### config.mk
export PLATFORM = sky130hd
export DESIGN_NAME = bd_multipart_serializer
export DESIGN_NICKNAME = d
export VERILOG_FILES = /design/src/rtl/bd_ser_pkg.sv /design/src/rtl/bd_part_select.sv /design/src/rtl/bd_multipart_serializer.sv
export SDC_FILE = /design/constraint.sdc
export NUM_CORES = 1
export LEC_CHECK = 0
export CAP_MARGIN = 10
export CELL_PAD_IN_SITES_DETAIL_PLACEMENT = 1
export CELL_PAD_IN_SITES_GLOBAL_PLACEMENT = 1
export CORE_MARGIN = 1
export CORE_UTILIZATION = 34
export CTS_CLUSTER_DIAMETER = 120
export DETAILED_ROUTE_END_ITERATION = 12
export PLACE_DENSITY = 0.95
export SKIP_CTS_REPAIR_TIMING = 1
export SLEW_MARGIN = 15
export SYNTH_ARGS = -nofsm -noshare
export SYNTH_HDL_FRONTEND = slang
export SYNTH_SLANG_ARGS = --single-unit
### constraint.sdc
create_clock -name clk -period 2.25 [get_ports clk]
set_input_delay 0.45 -clock clk [delete_from_list [all_inputs] [get_ports clk]]
set_output_delay 0.45 -clock clk [all_outputs]
set_load 0.005 [all_outputs]
### src/rtl/bd_ser_pkg.sv
// Shared definitions for the BD word serializer: leaf codes, per-leaf BD
// data widths and the default per-leaf part-count table derived from them.
package bd_ser_pkg;

   localparam int unsigned NCODE      = 8;
   localparam int unsigned NLEAF      = 14;
   localparam int unsigned NIN        = 38;
   localparam int unsigned NDATA_OUT  = 24;
   localparam int unsigned NMAX_PARTS = 2;
   localparam int unsigned NIDX       = 1;
   localparam int unsigned NPART_W    = 4;

   typedef enum logic [NCODE-1:0] {
      LEAF_DUMP_AM    = 8'd0,
      LEAF_WR_REG     = 8'd1,
      LEAF_WR_MEM     = 8'd2,
      LEAF_ACK        = 8'd3,
      LEAF_FIFO_OVF   = 8'd4,
      LEAF_HB         = 8'd5,
      LEAF_DUMP_TAT0  = 8'd6,
      LEAF_DUMP_TAT1  = 8'd7,
      LEAF_DUMP_PAT   = 8'd8,
      LEAF_DUMP_MM    = 8'd9,
      LEAF_DUMP_REG   = 8'd10,
      LEAF_RO_ACC     = 8'd11,
      LEAF_RO_TAT     = 8'd12,
      LEAF_RO_TAT_AUX = 8'd13
   } leaf_code_e;

   // BD data width carried by each leaf; leaves not listed fit in one part
   function automatic int unsigned leaf_width(input logic [NCODE-1:0] code);
      case (code)
         LEAF_DUMP_AM:                   return 38;
         LEAF_DUMP_TAT0, LEAF_DUMP_TAT1: return 29;
         LEAF_RO_ACC:                    return 28;
         LEAF_RO_TAT, LEAF_RO_TAT_AUX:   return 32;
         default:                        return NDATA_OUT;
      endcase
   endfunction

   function automatic int unsigned parts_for_width(input int unsigned w);
      return (w + NDATA_OUT - 1) / NDATA_OUT;
   endfunction

   function automatic logic [NLEAF*NPART_W-1:0] build_parts();
      logic [NLEAF*NPART_W-1:0] p;
      p = '0;
      for (int unsigned i = 0; i < NLEAF; i++) begin
         p[i*NPART_W +: NPART_W] = NPART_W'(parts_for_width(leaf_width(NCODE'(i))));
      end
      return p;
   endfunction

   localparam logic [NLEAF*NPART_W-1:0] DEFAULT_PARTS = build_parts();

endpackage

### src/rtl/bd_part_select.sv
// Combinational part mux: returns the Ndata_out-wide slice of the held word
// selected by idx_i; out-of-range indices yield zero.
//   payload_i : held word, Nmax_parts*Ndata_out bits, zero-extended
//   idx_i     : part index, 0 = least-significant part
//   part_o    : selected part
module bd_part_select
   import bd_ser_pkg::*;
#(
   parameter int unsigned Nidx       = NIDX,
   parameter int unsigned Ndata_out  = NDATA_OUT,
   parameter int unsigned Nmax_parts = NMAX_PARTS
) (
   input  logic [Nmax_parts*Ndata_out-1:0] payload_i,
   input  logic [Nidx-1:0]                 idx_i,
   output logic [Ndata_out-1:0]            part_o
);

   always_comb begin
      part_o = '0;
      for (int unsigned i = 0; i < Nmax_parts; i++) begin
         if (idx_i == Nidx'(i)) part_o = payload_i[i*Ndata_out +: Ndata_out];
      end
   end

endmodule

### src/rtl/bd_multipart_serializer.sv
// Splits a decoded BD word into 1..Nmax_parts output parts with index/last
// tagging and valid/accept handshakes on both sides.
//   clk, reset          : clock, synchronous active-low reset
//   in_v/in_a           : input handshake; in_a depends only on state and out_a
//   in_code/in_payload  : leaf code and decoded payload
//   out_v/out_a         : output handshake
//   out_code            : leaf code of the held word
//   out_payload         : current part
//   out_idx/out_last    : part number and final-part flag
module bd_multipart_serializer
   import bd_ser_pkg::*;
#(
   parameter int unsigned Ncode      = NCODE,
   parameter int unsigned Nleaf      = NLEAF,
   parameter int unsigned Nin        = NIN,
   parameter int unsigned Ndata_out  = NDATA_OUT,
   parameter int unsigned Nmax_parts = NMAX_PARTS,
   parameter int unsigned Nidx       = NIDX,
   parameter logic [Nleaf*NPART_W-1:0] PARTS = DEFAULT_PARTS
) (
   input  logic                 clk,
   input  logic                 reset,
   input  logic                 in_v,
   output logic                 in_a,
   input  logic [Ncode-1:0]     in_code,
   input  logic [Nin-1:0]       in_payload,
   output logic                 out_v,
   input  logic                 out_a,
   output logic [Ncode-1:0]     out_code,
   output logic [Ndata_out-1:0] out_payload,
   output logic [Nidx-1:0]      out_idx,
   output logic                 out_last
);

   localparam int unsigned NHOLD = Nmax_parts * Ndata_out;

   typedef enum logic {S_IDLE, S_BUSY} state_e;

   state_e             state_q, state_d;
   logic [Ncode-1:0]   hold_code_q, hold_code_d;
   logic [NHOLD-1:0]   hold_payload_q, hold_payload_d;
   logic [Nidx-1:0]    hold_last_q, hold_last_d;
   logic [Nidx-1:0]    cnt_q, cnt_d;

   logic               busy;
   logic               in_fire;
   logic               out_fire;
   logic [NPART_W-1:0] n_parts;

   assign busy     = (state_q == S_BUSY);
   assign out_v    = busy;
   assign out_code = hold_code_q;
   assign out_idx  = cnt_q;
   assign out_last = busy & (cnt_q == hold_last_q);
   assign in_a     = ~busy | (out_a & out_last);
   assign in_fire  = in_v & in_a;
   assign out_fire = busy & out_a;

   // Part count for the incoming code, clamped to 1..Nmax_parts
   always_comb begin
      n_parts = NPART_W'(1);
      for (int unsigned i = 0; i < Nleaf; i++) begin
         if (in_code == Ncode'(i)) n_parts = PARTS[i*NPART_W +: NPART_W];
      end
      if (n_parts == '0) n_parts = NPART_W'(1);
      else if (n_parts > NPART_W'(Nmax_parts)) n_parts = NPART_W'(Nmax_parts);
   end

   // Next state: a new word loads on the same edge the last part leaves
   always_comb begin
      state_d        = state_q;
      hold_code_d    = hold_code_q;
      hold_payload_d = hold_payload_q;
      hold_last_d    = hold_last_q;
      cnt_d          = cnt_q;
      if (in_fire) begin
         state_d        = S_BUSY;
         hold_code_d    = in_code;
         hold_payload_d = NHOLD'(in_payload);
         hold_last_d    = Nidx'(n_parts - NPART_W'(1));
         cnt_d          = '0;
      end else if (out_fire) begin
         if (out_last) begin
            state_d = S_IDLE;
            cnt_d   = '0;
         end else begin
            cnt_d = cnt_q + Nidx'(1);
         end
      end
   end

   always_ff @(posedge clk) begin
      if (!reset) begin
         state_q        <= S_IDLE;
         hold_code_q    <= '0;
         hold_payload_q <= '0;
         hold_last_q    <= '0;
         cnt_q          <= '0;
      end else begin
         state_q        <= state_d;
         hold_code_q    <= hold_code_d;
         hold_payload_q <= hold_payload_d;
         hold_last_q    <= hold_last_d;
         cnt_q          <= cnt_d;
      end
   end

   bd_part_select #(
      .Nidx       (Nidx),
      .Ndata_out  (Ndata_out),
      .Nmax_parts (Nmax_parts)
   ) u_part_select (
      .payload_i (hold_payload_q),
      .idx_i     (cnt_q),
      .part_o    (out_payload)
   );

endmodule

==> impl_metrics.json <==
{
  "final_hold_viol_count": 0,
  "clk_latency_ns": 0.30,
  "leakage_nw": 1.37,
  "drc_errors": 0,
  "ys.flop_type": "dfxtp_1",
  "multi_input_comb_area_mm2": 0.00116,
  "pre_cts_ws_ns": 0.202,
  "cts_buffer_depth": 2,
  "wl_um": 5750,
  "clkTransAtPathRegs_ns": 0.08,
  "synth_area_leaders": "dfxtp_1 44%, mux2i_1 21%, nand2_1 16%",
  "grt_pass1_vias": 2030,
  "die_area_mm2": 0.00693,
  "worst_clock_skew_ns": 0.00710,
  "first_iter_violations": 41,
  "drive_gt1_share_pct": 10.0,
  "num_io_pins": 86,
  "slew_headroom_pct": 74.2,
  "register_area_um2": 982,
  "final_cell_area_mm2": 0.00331,
  "grt_max_degree": 45,
  "crit_path_start_kind": "register",
  "dieWidth_um": 83.3,
  "synth-edff-count": 0,
  "regToRegStartpoint": "out_idx$_SDFFE_PP0P_",
  "rows": 29,
  "h-tree-depth": 2,
  "cts_tree": "yes",
  "dpl.hpwl_um": 4200,
  "portBuffers": 85,
  "netlist.area_leader.share_pct": 43.7,
  "core-area_mm2": 0.00635,
  "p_per_area_mw_per_mm2": 568,
  "nFillCells": 723,
  "globalRouteTotalUtil_pct": 16.3,
  "async_flop_share_pct": 0,
  "min_to": "hold_payload_q[23]$_SDFFE_PN0P_",
  "ys_ff_latch": 49,
  "min_from": "hold_payload_q[23]$_SDFFE_PN0P_",
  "antennaDiodeCount": 0,
  "grt_pass1_wl_um": 9240,
  "finalSetupTns_ns": 0,
  "synth_cell_types": 20,
  "ir_drop_mv": 0.277,
  "synth_warnings": 0,
  "syn_avg_cell_area_um2": 9.02,
  "crit_fanout": 13,
  "syn-cell-area_mm2": 0.00225,
  "post_drt_wl_per_cell_um": 14.2,
  "num_vias": 1933,
  "overflow": 0,
  "finalCriticalPeriod_ns": 2.15,
  "maxCapViolCount": 0,
  "ff2ff_setup_slack_ns": 0.65,
  "placedCellCount": 397,
  "placed_area_mm2": 0.00318,
  "crit_path_end_kind": "output port",
  "rsz0062_at_grt": "no",
  "layout.cells.non_filler": 406,
  "synth_commonest_cells": "96 x nand2_1, 49 x dfxtp_1, 47 x mux2i_1",
  "start_util_pct": 35.4,
  "ff2ff_path_depth": 6,
  "hp-class": "reg2reg",
  "reg2reg_to": "hold_payload_q[13]$_SDFFE_PN0P_",
  "min_period_over_period_pct": 95.4,
  "path_class": "reg2out",
  "setup_viol": 0,
  "cts_made_buffers": 5,
  "arrival_ns": 1.70,
  "status": "finished, final reports clean",
  "yosysSeqAreaShare_pct": 43.7,
  "cts_root_buf": "clkbuf_8",
  "dieHeight_um": 83.3,
  "gp_congestion": 0.753,
  "syn_to_final_growth_pct": 47.5,
  "yosys.area.top_type": "dfxtp_1",
  "ant_nets": 0,
  "detail_route.vias_per_cell": 4.76,
  "antenna_found_initial": 0,
  "synth_cells": 249,
  "final_nets": 378,
  "first_pass_iters": 4,
  "setup_slack_ns": 0.103,
  "worstMarginPinSlew_ns": 0.387,
  "synth.net_count": 299,
  "clock_sinks": 49,
  "required_ns": 1.80,
  "yosysMostFrequentCell": "nand2_1",
  "max_freq_ghz": 0.466,
  "min_path_cells": 2,
  "slew_viol_final": 0
}
where the power goes:
part | internal, W | switching, W
combinational | 0.000230 | 0.000134
sequential | 0.000923 | 0.0000291
clock | 0.000278 | 0.000286
cell type report:
| type | count | area share, % |
|---|---|---|
| Inverter | 1 | 0.113 |
| Timing Repair Buffer | 91 | 29.3 |
| Clock inverter | 1 | 0.151 |
| Multi-Input combinational cell | 180 | 35.0 |
| Tap cell | 77 | 2.91 |
| Clock buffer | 7 | 2.91 |
| Sequential cell | 49 | 29.6 |
flip-flops by register name, indices dropped and copies added (netlist names):
register        cells
hold_payload_q     38
hold_last_q         1
out_code            8
out_v               1
out_idx             1
critical path, cell delays in order, from the launching register on:
cell and delay (ns):
dfxtp_2 0.41, buf_12 0.18, mux2_2 0.35, clkdlybuf4s50_1 0.47
how the worst max path moves through the flow:
stage,startpoint,to,slack (ns),depth (start not counted)
2_1_floorplan,out_idx$_SDFFE_PP0P_,out_payload[11],0.63,3
3_3_place_gp,out_a,in_a,0.21,3
3_5_place_dp,out_a,in_a,0.20,3
4_1_cts,out_idx$_SDFFE_PP0P_,in_a,0.03,4
5_1_grt,out_idx$_SDFFE_PP0P_,out_payload[3],0.04,3
6_report,out_idx$_SDFFE_PP0P_,out_payload[4],0.10,3
cells by family after synthesis:
| family | synth area share, % |
|---|---|
| flops | 43.7 |
| compound gates | 1.84 |
| mux | 28.0 |
| xor+xnor | 0.780 |
| buf+inv | 5.07 |
| simple gates | 20.7 |
through the flow:
stage	utilization (%)	power (W)	hold WS, ns
after floorplan	-	0.00113	0.430
after global placement	50.0	0.00133	0.438
after detailed placement	50.0	0.00134	0.451
after CTS	51.6	0.00191	0.463
after global routing	52.2	0.00197	0.484
final	52.2	0.00188	0.458
routing by layer:
layer	part of all wire (%)	track usage (%)	vias up
met5	0	0	-
met4	1.3	4.86	0
met3	5.5	4.17	9
met1	44	19.8	900
met2	49	28.5	55
li1	-	-	969
layout by cell type, fill, tap and decap left out, drive strengths merged:
cell	netlist	layout
a21bo	1	1
a21boi	2	2
and2	2	2
buf	6	6
clkbuf	13	8
clkdlybuf4s50	0	84
clkinv	0	1
dfxtp	49	49
inv	1	1
mux2	14	14
mux2i	47	47
nand2	96	96
nand3	1	1
nand4b	1	1
nor2b	10	10
nor4	1	1
o2111ai	1	1
o211ai	1	1
or3	1	1
xnor2	2	2
Power figures use the tool's default switching activity.
